**config.mk**
```make
export PLATFORM = sky130hd
export DESIGN_NAME = i2c_slave_responder_flat
export DESIGN_NICKNAME = d
export VERILOG_FILES = /design/src/rtl/i2c_slave_responder_if.sv /design/src/rtl/i2c_slave_responder.sv /design/src/flat_wrapper.sv
export SDC_FILE = /design/constraint.sdc
export NUM_CORES = 1
export LEC_CHECK = 0
export BUFFER_PORTS_ARGS = -buffer_cell sky130_fd_sc_hd__buf_2
export CAP_MARGIN = 30
export CORE_MARGIN = 10
export CORE_UTILIZATION = 29
export CTS_BUF_LIST = sky130_fd_sc_hd__clkbuf_8
export CTS_CLUSTER_DIAMETER = 50
export DETAILED_ROUTE_END_ITERATION = 10
export SYNTH_ARGS = -nofsm -noshare
export SYNTH_HDL_FRONTEND = slang
export SYNTH_SLANG_ARGS = --single-unit
```
**constraint.sdc**
```tcl
create_clock -name clk_i -period 6.9 [get_ports clk_i]
set_input_delay 1.035 -clock clk_i [delete_from_list [all_inputs] [get_ports clk_i]]
set_output_delay 1.035 -clock clk_i [all_outputs]
set_load 0.005 [all_outputs]
```
**src/rtl/i2c_slave_responder_if.sv**
```systemverilog
`default_nettype none
// ============================================================================
// Module      : i2c_slave_responder_if
// Description : I2C pins, received-byte pulse and memory preload port of the
//               I2C target responder.
// Revision    : 1.0 - initial release
// ============================================================================
interface i2c_slave_responder_if #(
    parameter int PW = 4,
    parameter int DW = 8
);
    logic          scl_i;
    logic          sda_i;
    logic          sda_o;
    logic          busy_o;
    logic          wr_valid_o;
    logic [PW-1:0] wr_addr_o;
    logic [DW-1:0] wr_data_o;
    logic          load_en_i;
    logic [PW-1:0] load_addr_i;
    logic [DW-1:0] load_data_i;

    modport slave (
        input  scl_i, sda_i, load_en_i, load_addr_i, load_data_i,
        output sda_o, busy_o, wr_valid_o, wr_addr_o, wr_data_o
    );

    modport master (
        output scl_i, sda_i, load_en_i, load_addr_i, load_data_i,
        input  sda_o, busy_o, wr_valid_o, wr_addr_o, wr_data_o
    );
endinterface
`default_nettype wire

```
**src/rtl/i2c_slave_responder.sv**
```systemverilog
`default_nettype none
// ============================================================================
// Module      : i2c_slave_responder
// Description : I2C target with fixed address, auto-incrementing pointer and
//               a small byte memory serving writes and reads.
// Revision    : 1.0 - initial release
// ============================================================================
module i2c_slave_responder #(
    parameter int                        I2C_ADDR_WIDTH = 7,
    parameter int                        I2C_DATA_WIDTH = 8,
    parameter logic [I2C_ADDR_WIDTH-1:0] SLAVE_ADDR     = 7'h22,
    parameter int                        MEM_DEPTH      = 16
) (
    input  wire logic           clk_i,
    input  wire logic           rst_i,
    i2c_slave_responder_if.slave bus
);
    localparam int DW = I2C_DATA_WIDTH;
    localparam int PW = $clog2(MEM_DEPTH);
    localparam int CW = $clog2(I2C_DATA_WIDTH);
    localparam logic [CW-1:0] c_LAST_BIT = CW'(I2C_DATA_WIDTH - 1);
    localparam logic [CW-1:0] c_CNT_INC  = 1;
    localparam logic [PW-1:0] c_PTR_INC  = 1;

    typedef enum logic [2:0] {
        ST_IDLE     = 3'd0,
        ST_ADDR     = 3'd1,
        ST_ADDR_ACK = 3'd2,
        ST_PTR      = 3'd3,
        ST_WR_BYTE  = 3'd4,
        ST_WR_ACK   = 3'd5,
        ST_RD_BYTE  = 3'd6,
        ST_RD_MACK  = 3'd7
    } state_t;

    logic r_scl_s1, r_scl_s2, r_scl_d, r_sda_s1, r_sda_s2, r_sda_d;
    logic r_scl_rise, r_scl_fall, r_start, r_stop;

    state_t        r_state, w_state_nxt;
    logic [CW-1:0] r_bit_cnt, w_bit_cnt_nxt;
    logic [DW-1:0] r_shift, w_shift_nxt;
    logic [PW-1:0] r_ptr, w_ptr_nxt;
    logic          r_sda_o, w_sda_o_nxt;
    logic          r_rw, w_rw_nxt;
    logic          r_mack, w_mack_nxt;
    logic          r_wr_valid, w_wr_valid_nxt;
    logic [PW-1:0] r_wr_addr, w_wr_addr_nxt;
    logic [DW-1:0] r_wr_data, w_wr_data_nxt;
    logic          w_mem_we;
    logic [DW-1:0] w_byte;
    logic [DW-1:0] w_mem_rd;
    logic [DW-1:0] r_mem [MEM_DEPTH];

    // Idle bus is high, so sync flops reset high to avoid a spurious START/STOP.
    always_ff @(posedge clk_i or negedge rst_i) begin
        if (!rst_i) begin
            {r_scl_s1, r_scl_s2, r_scl_d} <= 3'b111;
            {r_sda_s1, r_sda_s2, r_sda_d} <= 3'b111;
            r_scl_rise <= 1'b0;
            r_scl_fall <= 1'b0;
            r_start    <= 1'b0;
            r_stop     <= 1'b0;
        end else begin
            r_scl_s1   <= bus.scl_i;
            r_scl_s2   <= r_scl_s1;
            r_scl_d    <= r_scl_s2;
            r_sda_s1   <= bus.sda_i;
            r_sda_s2   <= r_sda_s1;
            r_sda_d    <= r_sda_s2;
            r_scl_rise <= r_scl_s2 & ~r_scl_d;
            r_scl_fall <= ~r_scl_s2 & r_scl_d;
            r_start    <= ~r_sda_s2 & r_sda_d & r_scl_s2 & r_scl_d;
            r_stop     <= r_sda_s2 & ~r_sda_d & r_scl_s2 & r_scl_d;
        end
    end

    // r_sda_d is aligned with the registered edge pulses.
    assign w_byte   = {r_shift[DW-2:0], r_sda_d};
    assign w_mem_rd = r_mem[r_ptr];

    always_ff @(posedge clk_i or negedge rst_i) begin
        if (!rst_i) begin
            r_state    <= ST_IDLE;
            r_bit_cnt  <= '0;
            r_shift    <= '0;
            r_ptr      <= '0;
            r_sda_o    <= 1'b1;
            r_rw       <= 1'b0;
            r_mack     <= 1'b0;
            r_wr_valid <= 1'b0;
            r_wr_addr  <= '0;
            r_wr_data  <= '0;
        end else begin
            r_state    <= w_state_nxt;
            r_bit_cnt  <= w_bit_cnt_nxt;
            r_shift    <= w_shift_nxt;
            r_ptr      <= w_ptr_nxt;
            r_sda_o    <= w_sda_o_nxt;
            r_rw       <= w_rw_nxt;
            r_mack     <= w_mack_nxt;
            r_wr_valid <= w_wr_valid_nxt;
            r_wr_addr  <= w_wr_addr_nxt;
            r_wr_data  <= w_wr_data_nxt;
        end
    end

    always_comb begin
        w_state_nxt    = r_state;
        w_bit_cnt_nxt  = r_bit_cnt;
        w_shift_nxt    = r_shift;
        w_ptr_nxt      = r_ptr;
        w_sda_o_nxt    = r_sda_o;
        w_rw_nxt       = r_rw;
        w_mack_nxt     = r_mack;
        w_wr_valid_nxt = 1'b0;
        w_wr_addr_nxt  = r_wr_addr;
        w_wr_data_nxt  = r_wr_data;
        w_mem_we       = 1'b0;
        if (r_start) begin
            w_state_nxt   = ST_ADDR;
            w_bit_cnt_nxt = '0;
            w_sda_o_nxt   = 1'b1;
        end else if (r_stop) begin
            w_state_nxt = ST_IDLE;
            w_sda_o_nxt = 1'b1;
        end else begin
            case (r_state)
                ST_ADDR: if (r_scl_rise) begin
                    w_shift_nxt   = w_byte;
                    w_bit_cnt_nxt = r_bit_cnt + c_CNT_INC;
                    if (r_bit_cnt == c_LAST_BIT) begin
                        w_bit_cnt_nxt = '0;
                        w_rw_nxt      = w_byte[0];
                        w_state_nxt   = (w_byte[DW-1 -: I2C_ADDR_WIDTH] == SLAVE_ADDR)
                                        ? ST_ADDR_ACK : ST_IDLE;
                    end
                end
                // Released SDA marks the first fall (start ACK); low marks the closing one.
                ST_ADDR_ACK: if (r_scl_fall) begin
                    if (r_sda_o) begin
                        w_sda_o_nxt = 1'b0;
                    end else if (r_rw) begin
                        w_state_nxt   = ST_RD_BYTE;
                        w_shift_nxt   = w_mem_rd;
                        w_sda_o_nxt   = w_mem_rd[DW-1];
                        w_bit_cnt_nxt = '0;
                    end else begin
                        w_state_nxt = ST_PTR;
                        w_sda_o_nxt = 1'b1;
                    end
                end
                ST_PTR: if (r_scl_rise) begin
                    w_shift_nxt   = w_byte;
                    w_bit_cnt_nxt = r_bit_cnt + c_CNT_INC;
                    if (r_bit_cnt == c_LAST_BIT) begin
                        w_bit_cnt_nxt = '0;
                        w_ptr_nxt     = w_byte[PW-1:0];
                        w_state_nxt   = ST_WR_ACK;
                    end
                end
                ST_WR_BYTE: if (r_scl_rise) begin
                    w_shift_nxt   = w_byte;
                    w_bit_cnt_nxt = r_bit_cnt + c_CNT_INC;
                    if (r_bit_cnt == c_LAST_BIT) begin
                        w_bit_cnt_nxt  = '0;
                        w_wr_valid_nxt = 1'b1;
                        w_wr_addr_nxt  = r_ptr;
                        w_wr_data_nxt  = w_byte;
                        w_mem_we       = 1'b1;
                        w_ptr_nxt      = r_ptr + c_PTR_INC;
                        w_state_nxt    = ST_WR_ACK;
                    end
                end
                ST_WR_ACK: if (r_scl_fall) begin
                    if (r_sda_o) begin
                        w_sda_o_nxt = 1'b0;
                    end else begin
                        w_sda_o_nxt = 1'b1;
                        w_state_nxt = ST_WR_BYTE;
                    end
                end
                ST_RD_BYTE: if (r_scl_fall) begin
                    if (r_bit_cnt == c_LAST_BIT) begin
                        w_sda_o_nxt   = 1'b1;
                        w_ptr_nxt     = r_ptr + c_PTR_INC;
                        w_mack_nxt    = 1'b0;
                        w_bit_cnt_nxt = '0;
                        w_state_nxt   = ST_RD_MACK;
                    end else begin
                        w_sda_o_nxt   = r_shift[DW-2];
                        w_shift_nxt   = {r_shift[DW-2:0], 1'b0};
                        w_bit_cnt_nxt = r_bit_cnt + c_CNT_INC;
                    end
                end
                ST_RD_MACK: begin
                    if (r_scl_rise) begin
                        if (!r_sda_d) begin
                            w_mack_nxt  = 1'b1;
                            w_shift_nxt = w_mem_rd;
                        end else begin
                            w_state_nxt = ST_IDLE;
                        end
                    end else if (r_scl_fall && r_mack) begin
                        w_state_nxt   = ST_RD_BYTE;
                        w_sda_o_nxt   = r_shift[DW-1];
                        w_bit_cnt_nxt = '0;
                        w_mack_nxt    = 1'b0;
                    end
                end
                default: ;
            endcase
        end
    end

    // Load first so an I2C write to the same address in the same cycle wins.
    always_ff @(posedge clk_i) begin
        if (bus.load_en_i) begin
            r_mem[bus.load_addr_i] <= bus.load_data_i;
        end
        if (w_mem_we) begin
            r_mem[r_ptr] <= w_byte;
        end
    end

    assign bus.sda_o      = r_sda_o;
    assign bus.busy_o     = (r_state != ST_IDLE);
    assign bus.wr_valid_o = r_wr_valid;
    assign bus.wr_addr_o  = r_wr_addr;
    assign bus.wr_data_o  = r_wr_data;
endmodule
`default_nettype wire

```
**src/flat_wrapper.sv**
```systemverilog
// flat-port wrapper written by rule: the top's interface ports become plain ports
module i2c_slave_responder_flat 
#(
    parameter int                        I2C_ADDR_WIDTH = 7,
    parameter int                        I2C_DATA_WIDTH = 8,
    parameter logic [I2C_ADDR_WIDTH-1:0] SLAVE_ADDR     = 7'h22,
    parameter int                        MEM_DEPTH      = 16
)
  (clk_i, rst_i, bus_scl_i, bus_sda_i, bus_load_en_i, bus_load_addr_i, bus_load_data_i, bus_sda_o, bus_busy_o, bus_wr_valid_o, bus_wr_addr_o, bus_wr_data_o);
  i2c_slave_responder_if #(.PW(4), .DW(8)) bus_i ();
  input  wire logic clk_i;
  input  wire logic rst_i;
  input wire logic [$bits(bus_i.scl_i)-1:0] bus_scl_i;
  input wire logic [$bits(bus_i.sda_i)-1:0] bus_sda_i;
  input wire logic [$bits(bus_i.load_en_i)-1:0] bus_load_en_i;
  input wire logic [$bits(bus_i.load_addr_i)-1:0] bus_load_addr_i;
  input wire logic [$bits(bus_i.load_data_i)-1:0] bus_load_data_i;
  output wire logic [$bits(bus_i.sda_o)-1:0] bus_sda_o;
  output wire logic [$bits(bus_i.busy_o)-1:0] bus_busy_o;
  output wire logic [$bits(bus_i.wr_valid_o)-1:0] bus_wr_valid_o;
  output wire logic [$bits(bus_i.wr_addr_o)-1:0] bus_wr_addr_o;
  output wire logic [$bits(bus_i.wr_data_o)-1:0] bus_wr_data_o;
  assign bus_i.scl_i = bus_scl_i;
  assign bus_i.sda_i = bus_sda_i;
  assign bus_i.load_en_i = bus_load_en_i;
  assign bus_i.load_addr_i = bus_load_addr_i;
  assign bus_i.load_data_i = bus_load_data_i;
  assign bus_sda_o = bus_i.sda_o;
  assign bus_busy_o = bus_i.busy_o;
  assign bus_wr_valid_o = bus_i.wr_valid_o;
  assign bus_wr_addr_o = bus_i.wr_addr_o;
  assign bus_wr_data_o = bus_i.wr_data_o;
  i2c_slave_responder #(.I2C_ADDR_WIDTH(I2C_ADDR_WIDTH), .I2C_DATA_WIDTH(I2C_DATA_WIDTH), .SLAVE_ADDR(SLAVE_ADDR), .MEM_DEPTH(MEM_DEPTH)) u_core (.clk_i(clk_i), .rst_i(rst_i), .bus(bus_i));
endmodule
```
Word-level counts from Yosys, hierarchy flattened --
Memory sizes are Yosys's and may differ from the RTL's. Cells that the tools add are included. Widths: inputs -> output; s select.
Cells by class: add/subtract/negate cells 2, $mul 0, div/mod/pow operators 0, magnitude comparators 0, equality and inequality tests 45, shifts and indexed selects 0, muxes and demuxes 71, bitwise logic cells 14, reductions and logical operators 18
Operator list (count):
- $mux 3 | 26
- $mux 8 | 8
- $ne 4x1->1 const B | 9
- $pmux 8 s4 | 1
- $mux 1 | 25
- $mux 4 | 5
- $ne 2x1->1 const B | 10
- $ne 3x1->1 const B | 6
- $pmux 3 s6 | 1
- $eq 3x3->1 const B | 5
- $reduce_and 7->1 | 2
- $reduce_and 13->1 | 1
- $pmux 3 s4 | 1
- $pmux 4 s3 | 1
- $reduce_and 11->1 | 1
- $reduce_and 5->1 | 2
- $reduce_and 9->1 | 1
- $and 1x1->1 | 8
- $ne 4x2->1 const B | 2
- $reduce_bool 8->1 | 1
- $eq 7x6->1 const B | 1
- $eq 3x2->1 const B | 2
- $ne 2x2->1 const B | 3
- $ne 3x3->1 const B | 2
- 20 further kinds | 26
Storage, ports and cells: register bits after elaboration 44, bits in latches 0, RAM bits 128, memory bits (read-only) 0, input bits 17, output and inout port bits 15, word-level logic and storage cells 171, memories kept 1
Memory list:
- u_core.r_mem | words 16, width 8, rd ports 1, clocked after memory_dff 0, wr ports 2, RTL line i2c_slave_responder.sv:52 | logic [DW-1:0] r_mem [MEM_DEPTH];

Logic depth before layout (Yosys ltp) --
Gate-level depths: netlist of run 1.
depth in word-level cells 8, depth in mapped cells 9, gate-level depth less buffers 7

Worst setup path after synthesis of run 1 --
No wires, ideal clock.
path kind input to register, from in bus_load_addr_i[3], to mem u_core.r_mem[0][0] (enable), setup time 0.384 ns, data arrival time 2.160 ns, data required time 6.516 ns, slack 4.356 ns, stages 2, path buffers 0, path through or3b_2 o21ai_0
RTL lines:
- start: declaration | RTL line flat_wrapper.sv:16 | input wire logic [$bits(bus_i.load_addr_i)-1:0] bus_load_addr_i;
- end: declaration | RTL line i2c_slave_responder.sv:52

==> flow_metrics.py, run 1 <==
metrics = {
    "cts": {
        "cts_hold_buf": 0,
        "cts_resized": 0,
        "clock_sinks": 172,
        "htreeDepth": 4,
        "cts_made_buffers": 17,
        "clk_pin_slew_worst_paths_ns": 0.10,
        "max-clock-path-buffers": 2,
        "clk-insertion-delay-late_ns": 0.48,
        "cts_tree": "built",
        "cts_setup_buffers": 0,
        "cts_root_buffer": "clkbuf_8",
    },
    "drt": {
        "avgViaCountPerCell": 5.25,
        "wl_per_cell_um": 22.4,
        "num_vias": 5691,
        "wirelength_mm": 24.3,
        "firstDrtPassIters": 5,
        "antenna_left": 0,
        "drc_errors": 0,
        "initialDrtViolationCount": 559,
    },
    "power": {
        "ir_worst_vdd_v": 0.000120,
        "p_per_area_nw_per_um2": 234,
        "p_seq_frac": 0.590,
        "p_switching_uw": 776,
        "leakagePower_nw": 3.57,
        "switching_share": 0.334,
        "power_frac_comb": 0.109,
        "internal_power_mw": 1.55,
        "clkPwrFrac": 0.301,
    },
    "logic_synthesis": {
        "synth-edff-count": 128,
        "synth_flop_cell": "edfxtp_1",
        "avgSynthCellArea_um2": 13.7,
        "synth-simple-area-share": 0.0948,
        "ys_ff_latch": 172,
        "muxShareOfSynthArea": 0.241,
        "netlist_instances": 663,
        "ys_seq_area_frac": 0.547,
        "synth_xor_area_frac": 0.00180,
        "synth_compound_area_frac": 0.0705,
        "synth_area_um2": 9050,
        "synthAdderAreaFrac": 0.00968,
        "syn_nets": 687,
        "ys_types": 60,
        "synthArstFlopShare": 0.256,
        "synth_top_family_by_area": "multiplexers",
        "ys_warn_count": 0,
    },
    "grt": {
        "grt_pass1_wl_mm": 36.8,
        "grt_antenna_before_repair": 1,
        "grt-ovfl-total": 0,
        "first_global_vias": 5726,
        "globalRouteTotalUtil": 0.126,
        "grt_max_degree": 37,
    },
    "critical_path": {
        "path_class": "flip-flop to flip-flop",
        "end_kind": "flip-flop",
        "ff2ff_setup_slack_ns": 3.65,
        "worstSetupStartpoint": "u_core.r_state[0]$_DFFE_PN0P_",
        "cp.required_ns": 7.08,
        "crit_arrival_ns": 3.44,
        "reg2reg_from": "u_core.r_state[0]$_DFFE_PN0P_",
        "crit_fanout": 28,
        "cp-start-kind": "flip-flop",
    },
    "layout": {
        "fill_cells": 3029,
        "final_layout_size_suffix_gt1_frac": 0.378,
        "final_area_um2": 9920,
        "area_growth_pct": 9.59,
        "fin_nets": 699,
    },
    "timing": {
        "fin_crit_ns": 3.25,
        "setup_viol": 0,
        "fin_setup_tns_ns": 0,
        "rsz0062_at_grt": "no",
        "fin_crit_sh": 0.471,
        "hold_ws_ns": 0.361,
        "slew_viol_final": 0,
        "max_freq_ghz": 0.307,
        "finalClockSkew_ns": 0.0172,
        "hold_viol": 0,
        "max-slew-margin-rel": 0.270,
        "worstMarginPinSlew_ns": 1.09,
    },
    "placement": {
        "place.gp.congestion": 0.839,
        "dp_hpwl_mm": 15.8,
        "port_buffers": 31,
        "placed_area_um2": 9510,
    },
    "die": {
        "die_area_um2": 38700,
        "coreArea_um2": 30700,
        "rows": 64,
        "ioPinCount": 32,
        "die_y_um": 197,
        "die_x_um": 197,
        "start_util": 0.295,
    },
    "job": {
        "drv_cap": 0,
    },
    "worst_hold_path": {
        "min-delay-start": "u_core.r_scl_s1$_DFF_PN1_",
        "hold_class": "flip-flop to flip-flop",
    },
    "status": {
        "status": "finished clean",
    },
}
==> per-stage QoR <==
step / setup WS, ns / instances / utilization / power (mW)
after floorplan: 4.36 / 663 / - / 1.48
after global placement: 3.75 / 1043 / 0.309 / 1.64
after detailed placement: 3.69 / 1047 / 0.310 / 1.64
after CTS: 3.64 / 1079 / 0.322 / 2.33
after global routing: 3.42 / 1084 / 0.323 / 2.41
final: 3.65 / 1085 / 0.323 / 2.32
==> layout make-up <==
| type | count | area, µm² | area share |
|---|---|---|---|
| flip-flops and latches | 172 | 4950 | 0.499 |
| clock buffers | 17 | 234 | 0.0236 |
| repair buffers | 48 | 280 | 0.0283 |
| clock inverters | 15 | 144 | 0.0145 |
| well taps | 396 | 495 | 0.0499 |
| inverters | 7 | 26.3 | 0.00265 |
| multi-input cells | 429 | 3780 | 0.381 |
| diodes | 1 | 2.50 | 0.000252 |
==> cell families after synthesis <==
logic type               Yosys count
buffers and inverters             62
flip-flops                       172
AO/OA/AOI/OAI                    105
XOR/XNOR                           1
AND/OR/NAND/NOR                  146
multiplexers                     170
adder cells (fa/ha/maj)            7
==> sequential cells by signal, summed over array words and instances (netlist names) <==
signal,flops
u_core.r_bit_cnt,3
u_core.r_scl_s2,1
u_core.r_mem,128
u_core.r_scl_s1,1
u_core.r_stop,1
u_core.bus.wr_valid_o,1
u_core.r_start,1
u_core.r_scl_rise,1
u_core.r_shift,8
u_core.r_sda_s2,1
u_core.r_mack,1
u_core.r_state,3
u_core.r_scl_fall,1
u_core.r_scl_d,1
u_core.r_sda_d,1
u_core.bus.wr_addr_o,4
u_core.r_rw,1
u_core.r_ptr,4
u_core.r_sda_s1,1
u_core.bus.wr_data_o,8
u_core.bus.sda_o,1
==> synth_stat cells (all sizes together), types with 3 or more instances <==
cell type	instances	area, µm²
a211oi	3	22.5
a21oi	12	60.1
a221oi	5	43.8
a22o	4	35.0
a22oi	8	60.1
a31oi	4	25.0
and2	5	31.3
buf	18	150
clkbuf	37	139
dfrtp	37	926
dfstp	7	184
edfxtp	128	3840
ha	7	87.6
inv	7	26.3
mux2	135	1520
mux2i	10	100
mux4	25	563
nand2	68	325
nand2b	6	37.5
nand3	15	95.1
nand3b	4	30.0
nand4	4	40.0
nor2	11	41.3
nor2b	7	43.8
nor3	6	41.3
nor3b	5	37.5
o21ai	54	270
==> path summary, 6_finish.rpt <==
check	to	depth (start not counted)
min in group asynchronous	u_core.r_mack$_DFFE_PN0P_	1
max	u_core.r_mem[8][5]$_DFFE_PP_	7
max in group asynchronous	u_core.r_sda_s1$_DFF_PN1_	2
max reg2reg	u_core.r_mem[8][5]$_DFFE_PP_	7
min	u_core.r_scl_s2$_DFF_PN1_	0
min reg2reg	u_core.r_scl_s2$_DFF_PN1_	0
==> cell usage in the layout, fill, tap and decap left out, types with 5 or more instances in the layout <==
master and count:
edfxtp_1 128, mux2_2 120, nand2_1 56, o21ai_0 54, buf_2 36, dfrtp_1 36
mux4_2 25, clkbuf_8 17, mux2_1 15, a21oi_1 12, nand3_1 11, nor2_1 11
mux2i_1 10, buf_4 9, a22oi_1 8, nand2_4 8, nor2b_1 7, ha_1 7
inv_8 7, dfstp_2 7, nand2b_1 6, inv_1 6, nor3_1 5, nor3b_1 5
and2_1 5, a221oi_1 5
==> power groups by stage <==
stage	Combinational, mW	Clock (mW)	Sequential, mW
after floorplan	0.274	0	1.21
after global placement	0.248	0	1.39
after detailed placement	0.253	0	1.38
after CTS	0.254	0.713	1.36
after global routing	0.283	0.753	1.38
final	0.252	0.699	1.37
==> per-layer routing <==
metal  track usage  part of all wire  vias up
met5             0                 0        -
met4        0.0376             0.016        0
met3        0.0277             0.052       28
met2         0.200              0.48      183
met1         0.169              0.45     2920
li1              -                 -     2560
==> worst max-delay path, cell delays in order (launching register included) <==
cell and delay, ns:
dfrtp_1 0.71, nor4_4 0.42, nand4_4 0.31, inv_2 0.35
and2_1 0.46, nand2_4 0.17, o21ai_0 0.27, clkbuf_2 0.28
Note: power is estimated with default switching activity, not from simulation.
==> run 2: changes to the inputs <==
ABC_AREA = 1   (was unset)
clock period = 3.2 ns   (was 6.9 ns; I/O delays follow)
==> flow_metrics.py, run 2 <==
metrics = {
    "grt": {
        "grt_max_degree": 65,
        "grt-ovfl-total": 0,
        "first_global_vias": 7091,
        "globalRouteTotalUtil": 0.137,
        "grt_pass1_wl_mm": 42.0,
        "grt_antenna_before_repair": 0,
    },
    "drt": {
        "initialDrtViolationCount": 893,
        "antenna_left": 0,
        "num_vias": 7601,
        "wirelength_mm": 26.9,
        "wl_per_cell_um": 17.9,
        "drc_errors": 0,
        "avgViaCountPerCell": 5.07,
        "firstDrtPassIters": 5,
    },
    "logic_synthesis": {
        "syn_nets": 1111,
        "synth_area_leaders": "edfxtp_1 42%, nand2_1 13%, dfrtp_1 10%, o21ai_1 6.2%, o21ai_0 5.6%",
        "synthTopCellsByCount": "315 x nand2_1, 128 x edfxtp_1, 114 x nor2_1, 113 x o21ai_1, 102 x o21ai_0",
        "netlist_instances": 1087,
        "yosysMostFrequentCell": "nand2_1",
        "synth_flop_cell": "edfxtp_1",
        "synthArstFlopShare": 0.256,
        "ys_types": 35,
        "ys_warn_count": 0,
        "synth-edff-count": 128,
        "avgSynthCellArea_um2": 8.44,
        "synth_top_area_cell": "edfxtp_1",
        "synth_top_area_frac": 0.419,
        "synth_area_um2": 9180,
        "ys_ff_latch": 172,
        "ys_seq_area_frac": 0.540,
    },
    "die": {
        "rows": 65,
        "die_x_um": 198,
        "ioPinCount": 32,
        "start_util": 0.292,
        "die_area_um2": 39200,
        "coreArea_um2": 31400,
        "die_y_um": 198,
    },
    "layout": {
        "area_growth_pct": 9.46,
        "mostFrequentLayoutCells": "315 x nand2_1, 128 x edfxtp_1, 114 x nor2_1, 113 x o21ai_1, 102 x o21ai_0",
        "ff_latch_area_um2": 4950,
        "utilization": 0.320,
        "layout_commonest_cell": "nand2_1",
        "fill_cells": 3264,
        "fin_cells": 1499,
        "multi_input_area_um2": 3610,
        "regMostFlops": "u_core.r_mem",
        "fin_nets": 1108,
        "largest_reg_flops": 128,
        "final_layout_size_suffix_gt1_frac": 0.108,
        "antenna_cells": 0,
    },
    "critical_path": {
        "cp.required_ns": 3.28,
        "end_kind": "flip-flop",
        "worstSetupStartpoint": "u_core.r_bit_cnt[0]$_DFFE_PN0P_",
        "cp-start-kind": "flip-flop",
        "reg2reg_from": "u_core.r_bit_cnt[0]$_DFFE_PN0P_",
        "path_class": "flip-flop to flip-flop",
        "cp-endpoint": "u_core.r_mem[15][6]$_DFFE_PP_",
        "reg2reg_depth": 8,
        "crit_fanout": 28,
        "crit_arrival_ns": 2.78,
        "r2r-end": "u_core.r_mem[15][6]$_DFFE_PP_",
        "ff2ff_setup_slack_ns": 0.50,
    },
    "placement": {
        "port_buffers": 31,
        "place.gp.congestion": 0.873,
        "dp_cells": 1466,
        "dp_hpwl_mm": 17.8,
    },
    "cts": {
        "cts_tree": "built",
        "htreeDepth": 4,
        "clock_sinks": 172,
        "cts_root_buffer": "clkbuf_8",
        "clk_pin_slew_worst_paths_ns": 0.09,
        "clk-insertion-delay-late_ns": 0.47,
        "cts_made_buffers": 17,
        "max-clock-path-buffers": 2,
        "cts_resized": 0,
    },
    "timing": {
        "rsz0062_at_grt": "no",
        "slew_viol_final": 0,
        "fin_crit_ns": 2.70,
        "max_freq_ghz": 0.370,
        "setup_viol": 0,
        "hold_viol": 0,
        "fin_crit_sh": 0.844,
        "max-slew-margin-rel": 0.295,
        "finalClockSkew_ns": 0.0259,
        "fin_setup_tns_ns": 0,
        "worstMarginPinSlew_ns": 1.05,
    },
    "power": {
        "switching_share": 0.427,
        "p_per_area_nw_per_um2": 635,
        "internal_power_mw": 3.65,
        "clkPwrFrac": 0.235,
        "ir_worst_vdd_v": 0.000257,
        "power_frac_comb": 0.355,
        "p_switching_mw": 2.72,
        "leakagePower_nw": 4.45,
        "p_seq_frac": 0.410,
    },
    "worst_hold_path": {
        "hold_class": "input pin to flip-flop",
        "min_path_cells": 1,
    },
    "job": {
        "drv_cap": 0,
    },
    "status": {
        "status": "finished clean",
    },
}
-- run 2: cell count changes in the layout (fill, tap and decap cells not counted), moves of 15 or more --
cell / delta
nand3_1: +47
nand2_1: +259
mux2_2: -120
mux2_1: -15
o21ai_0: +48
nor2_1: +103
o21ai_1: +113
inv_1: +55
mux4_2: -25
-- run 2: power groups by stage --
stage          Clock [mW]  Combinational, mW  Sequential (mW)
5_1_grt              1.60               2.49             2.64
6_report             1.50               2.26             2.62
3_3_place_gp            0               2.22             2.66
2_1_floorplan           0               1.49             2.60
4_1_cts              1.51               2.24             2.61
3_5_place_dp            0               2.23             2.66
-- run 2: worst min path at each step --
| stage | to | slack (ns) | start |
|---|---|---|---|
| 3_5_place_dp | u_core.r_state[2]$_DFFE_PN0P_ | 0.32 | rst_i |
| 5_1_grt | u_core.r_scl_s1$_DFF_PN1_ | 0.09 | bus_scl_i |
| 3_3_place_gp | u_core.r_scl_s2$_DFF_PN1_ | 0.35 | u_core.r_scl_s1$_DFF_PN1_ |
| 2_1_floorplan | u_core.bus.wr_addr_o[0]$_DFFE_PN0P_ | 0.18 | rst_i |
| 6_report | u_core.r_sda_s1$_DFF_PN1_ | 0.12 | bus_sda_i |
| 4_1_cts | u_core.r_scl_s1$_DFF_PN1_ | 0.1 | bus_scl_i |
-- run 2: logic make-up (layout without fill, tap and decap cells) --
kind of cell | count (synthesis) | after routing | synth area share
flip-flops | 172 | 172 | 0.540
adder cells (fa/ha/maj) | 7 | 7 | 0.00955
AO/OA/AOI/OAI | 247 | 247 | 0.138
buffers and inverters | 141 | 151 | 0.0670
AND/OR/NAND/NOR | 519 | 519 | 0.244
XOR/XNOR | 1 | 1 | 0.000955
-- run 2: cell type report --
class,instances,area share
Inverter,65,0.0244
Tap cell,402,0.0501
Multi-Input combinational cell,774,0.359
Timing Repair Buffer,54,0.0344
Clock buffer,17,0.0233
Clock inverter,15,0.0153
Sequential cell,172,0.493
-- run 2: timing repair --
item,4_1_cts,5_1_grt
endpoints found under the hold margin,1,0
setup buffers,0,0
hold buffers,1,0
-- run 2: per-layer routing --
metal | GRT usage | up-vias | share of wire
li1 | - | 3632 | -
met1 | 0.192 | 3556 | 0.44
met2 | 0.215 | 379 | 0.46
met3 | 0.0250 | 34 | 0.088
met4 | 0.0339 | 0 | 0.015
met5 | 0 | - | 0
-- run 2: critical path, cell delays in order (launching register included) --
cell and delay, ns:
dfrtp_1 0.38, ha_1 0.20, ha_1 0.18, inv_1 0.08
nor3_4 0.24, nand2_4 0.28, nor2_2 0.26, nand2_2 0.21
o21ai_0 0.48
-- run 2: stage by stage --
step                      cell area (µm²)  hold WS [ns]  total power, mW  worst slack (ns)
after detailed placement             9650         0.320             4.89             0.523
after global placement               9560         0.348             4.88             0.557
after global routing                10000        0.0930             6.73             0.314
after CTS                           10000        0.0965             6.37             0.500
final                               10000         0.125             6.38             0.500
after floorplan                      9180         0.184             4.08             0.750
==> run 3: changes to the inputs <==
clock period = 2.8 ns   (was 3.2 ns; I/O delays follow)
==> flow_metrics.py, run 3 (synthesis gave the netlist of run 2 again) <==
metrics = {
    "status": {
        "status": "finished clean",
    },
    "drt": {
        "wl_per_cell_um": 18.3,
        "firstDrtPassIters": 6,
        "drc_errors": 0,
        "num_vias": 7632,
        "antenna_left": 0,
        "initialDrtViolationCount": 867,
        "wirelength_mm": 27.6,
        "avgViaCountPerCell": 5.05,
    },
    "critical_path": {
        "path_cells": "ha_1 -> ha_1 -> inv_1 -> nor3_4 -> nand2_4 -> nor2_8 -> nand2_4 -> o21ai_0 -> buf_4",
        "cp_slowest_stage_delay_ns": 0.40,
        "cp-start-kind": "flip-flop",
        "crit_arrival_ns": 2.69,
        "end_kind": "flip-flop",
        "crit_fanout": 28,
        "path_class": "flip-flop to flip-flop",
        "ff2ff_setup_slack_ns": 0.29,
        "cp_slowest_cell": "dfrtp_1",
        "reg2reg_depth": 9,
        "cp.required_ns": 2.99,
    },
    "die": {
        "start_util": 0.292,
        "die_area_um2": 39200,
        "coreArea_um2": 31400,
        "rows": 65,
        "die_x_um": 198,
        "ioPinCount": 32,
        "die_y_um": 198,
    },
    "grt": {
        "grt_max_degree": 52,
        "grt_pass1_wl_mm": 42.7,
        "grt_antenna_before_repair": 0,
        "top_usage_layer": "met2",
        "grt.met2_usage": 0.222,
        "gr-usage-met1": 0.191,
        "globalRouteTotalUtil": 0.143,
        "first_global_vias": 7235,
        "grt-ovfl-total": 0,
        "use_met3": 0.0324,
    },
    "power": {
        "p_per_area_nw_per_um2": 735,
        "leakagePower_nw": 4.52,
        "ir_worst_vdd_v": 0.000363,
    },
    "layout": {
        "final_layout_size_suffix_gt1_frac": 0.117,
        "area_growth_pct": 10.4,
        "antenna_cells": 0,
        "multi_input_area_um2": 3610,
        "mostFrequentLayoutCells": "315 x nand2_1, 128 x edfxtp_1, 114 x nor2_1, 113 x o21ai_1, 102 x o21ai_0",
        "utilization": 0.323,
        "ff_latch_area_um2": 4950,
        "layout_commonest_cell": "nand2_1",
        "regMostFlops": "u_core.r_mem",
        "fin_nets": 1120,
        "fill_cells": 3293,
        "largest_reg_flops": 128,
        "final_area_um2": 10100,
    },
    "worst_hold_path": {
        "min_path_cells": 1,
        "hold_class": "input pin to flip-flop",
    },
    "timing": {
        "max_freq_ghz": 0.399,
        "fin_setup_tns_ns": 0,
        "hold_ws_ns": 0.0490,
        "finalClockSkew_ns": 0.0194,
        "slew_viol_final": 0,
        "max-slew-margin-rel": 0.315,
        "hold_viol": 0,
        "fin_crit_ns": 2.51,
        "setup_viol": 0,
        "rsz0062_at_grt": "no",
        "layout_setup_ws_ns": 0.293,
        "fin_crit_sh": 0.895,
        "worstMarginPinSlew_ns": 1.02,
    },
    "cts": {
        "cts_root_buffer": "clkbuf_8",
        "cts_made_buffers": 17,
        "cts_resized": 0,
        "cts_tree": "built",
        "cts_setup_buffers": 0,
        "cts_hold_buf": 1,
        "clk-insertion-delay-late_ns": 0.48,
        "clk_pin_slew_worst_paths_ns": 0.09,
        "clock_sinks": 172,
        "max-clock-path-buffers": 2,
        "htreeDepth": 4,
    },
    "job": {
        "drv_cap": 0,
    },
    "placement": {
        "placed_area_um2": 9720,
        "place.gp.congestion": 0.878,
        "dp_hpwl_mm": 18.1,
        "place_ws_ns": 0.307,
        "port_buffers": 31,
    },
}
[run 3: cell types whose count changed in the layout (fill, tap and decap cells not counted)]
cell | previous run | this run
clkinv_1 | 2 | 1
buf_2 | 38 | 34
clkinv_4 | 3 | 4
bufinv_16 | 0 | 2
clkinv_8 | 3 | 0
clkinvlp_4 | 2 | 1
buf_16 | 1 | 0
buf_4 | 13 | 30
clkinv_2 | 1 | 2
inv_8 | 3 | 2
inv_1 | 61 | 63
[run 3: where the power goes]
| group | internal (mW) | total [mW] | switching [mW] | leakage [nW] |
|---|---|---|---|---|
| sequential | 2.86 | 2.97 | 0.116 | 1.73 |
| combinational | 0.702 | 2.69 | 1.99 | 2.58 |
| clock | 0.809 | 1.79 | 0.977 | 0.207 |
| total | 4.37 | 7.45 | 3.08 | 4.52 |
[run 3: metrics by stage]
| stage | power (mW) | std cells |
|---|---|---|
| after global placement | 5.66 | 1475 |
| after global routing | 7.85 | 1511 |
| after detailed placement | 5.66 | 1477 |
| after floorplan | 4.67 | 1087 |
| after CTS | 7.43 | 1510 |
| final | 7.45 | 1511 |
[run 3: layout make-up]
cell class              instances  area share
flip-flops and latches        172       0.489
multi-input cells             774       0.356
well taps                     402      0.0496
repair buffers                 66      0.0420
inverters                      65      0.0242
clock buffers                  17      0.0231
clock inverters                15      0.0162
[run 3: per-layer routing]
layer / wire length (µm) / vias up / part of all wire
li1: - / 3651 / -
met1: 11600 / 3562 / 0.42
met2: 12500 / 369 / 0.45
met3: 2750 / 50 / 0.10
met4: 673 / 0 / 0.024
met5: 0 / - / 0
[run 3: path summary, 6_finish.rpt]
path / startpoint / to
max in group asynchronous: rst_i / u_core.r_sda_d$_DFF_PN1_
max: u_core.r_bit_cnt[0]$_DFFE_PN0P_ / u_core.r_mem[12][6]$_DFFE_PP_
min: bus_sda_i / u_core.r_sda_s1$_DFF_PN1_
min reg2reg: u_core.r_sda_s1$_DFF_PN1_ / u_core.r_sda_s2$_DFF_PN1_
min in group asynchronous: rst_i / u_core.r_state[0]$_DFFE_PN0P_
max reg2reg: u_core.r_bit_cnt[0]$_DFFE_PN0P_ / u_core.r_mem[12][6]$_DFFE_PP_
[run 3: worst max-delay path: cells and delay by family, from the launching register on]
family          cells  cell delay (ns)
simple gates        4             0.89
flops               1             0.40
fa+ha+maj           2             0.37
buf+inv             2             0.32
compound gates      1             0.23
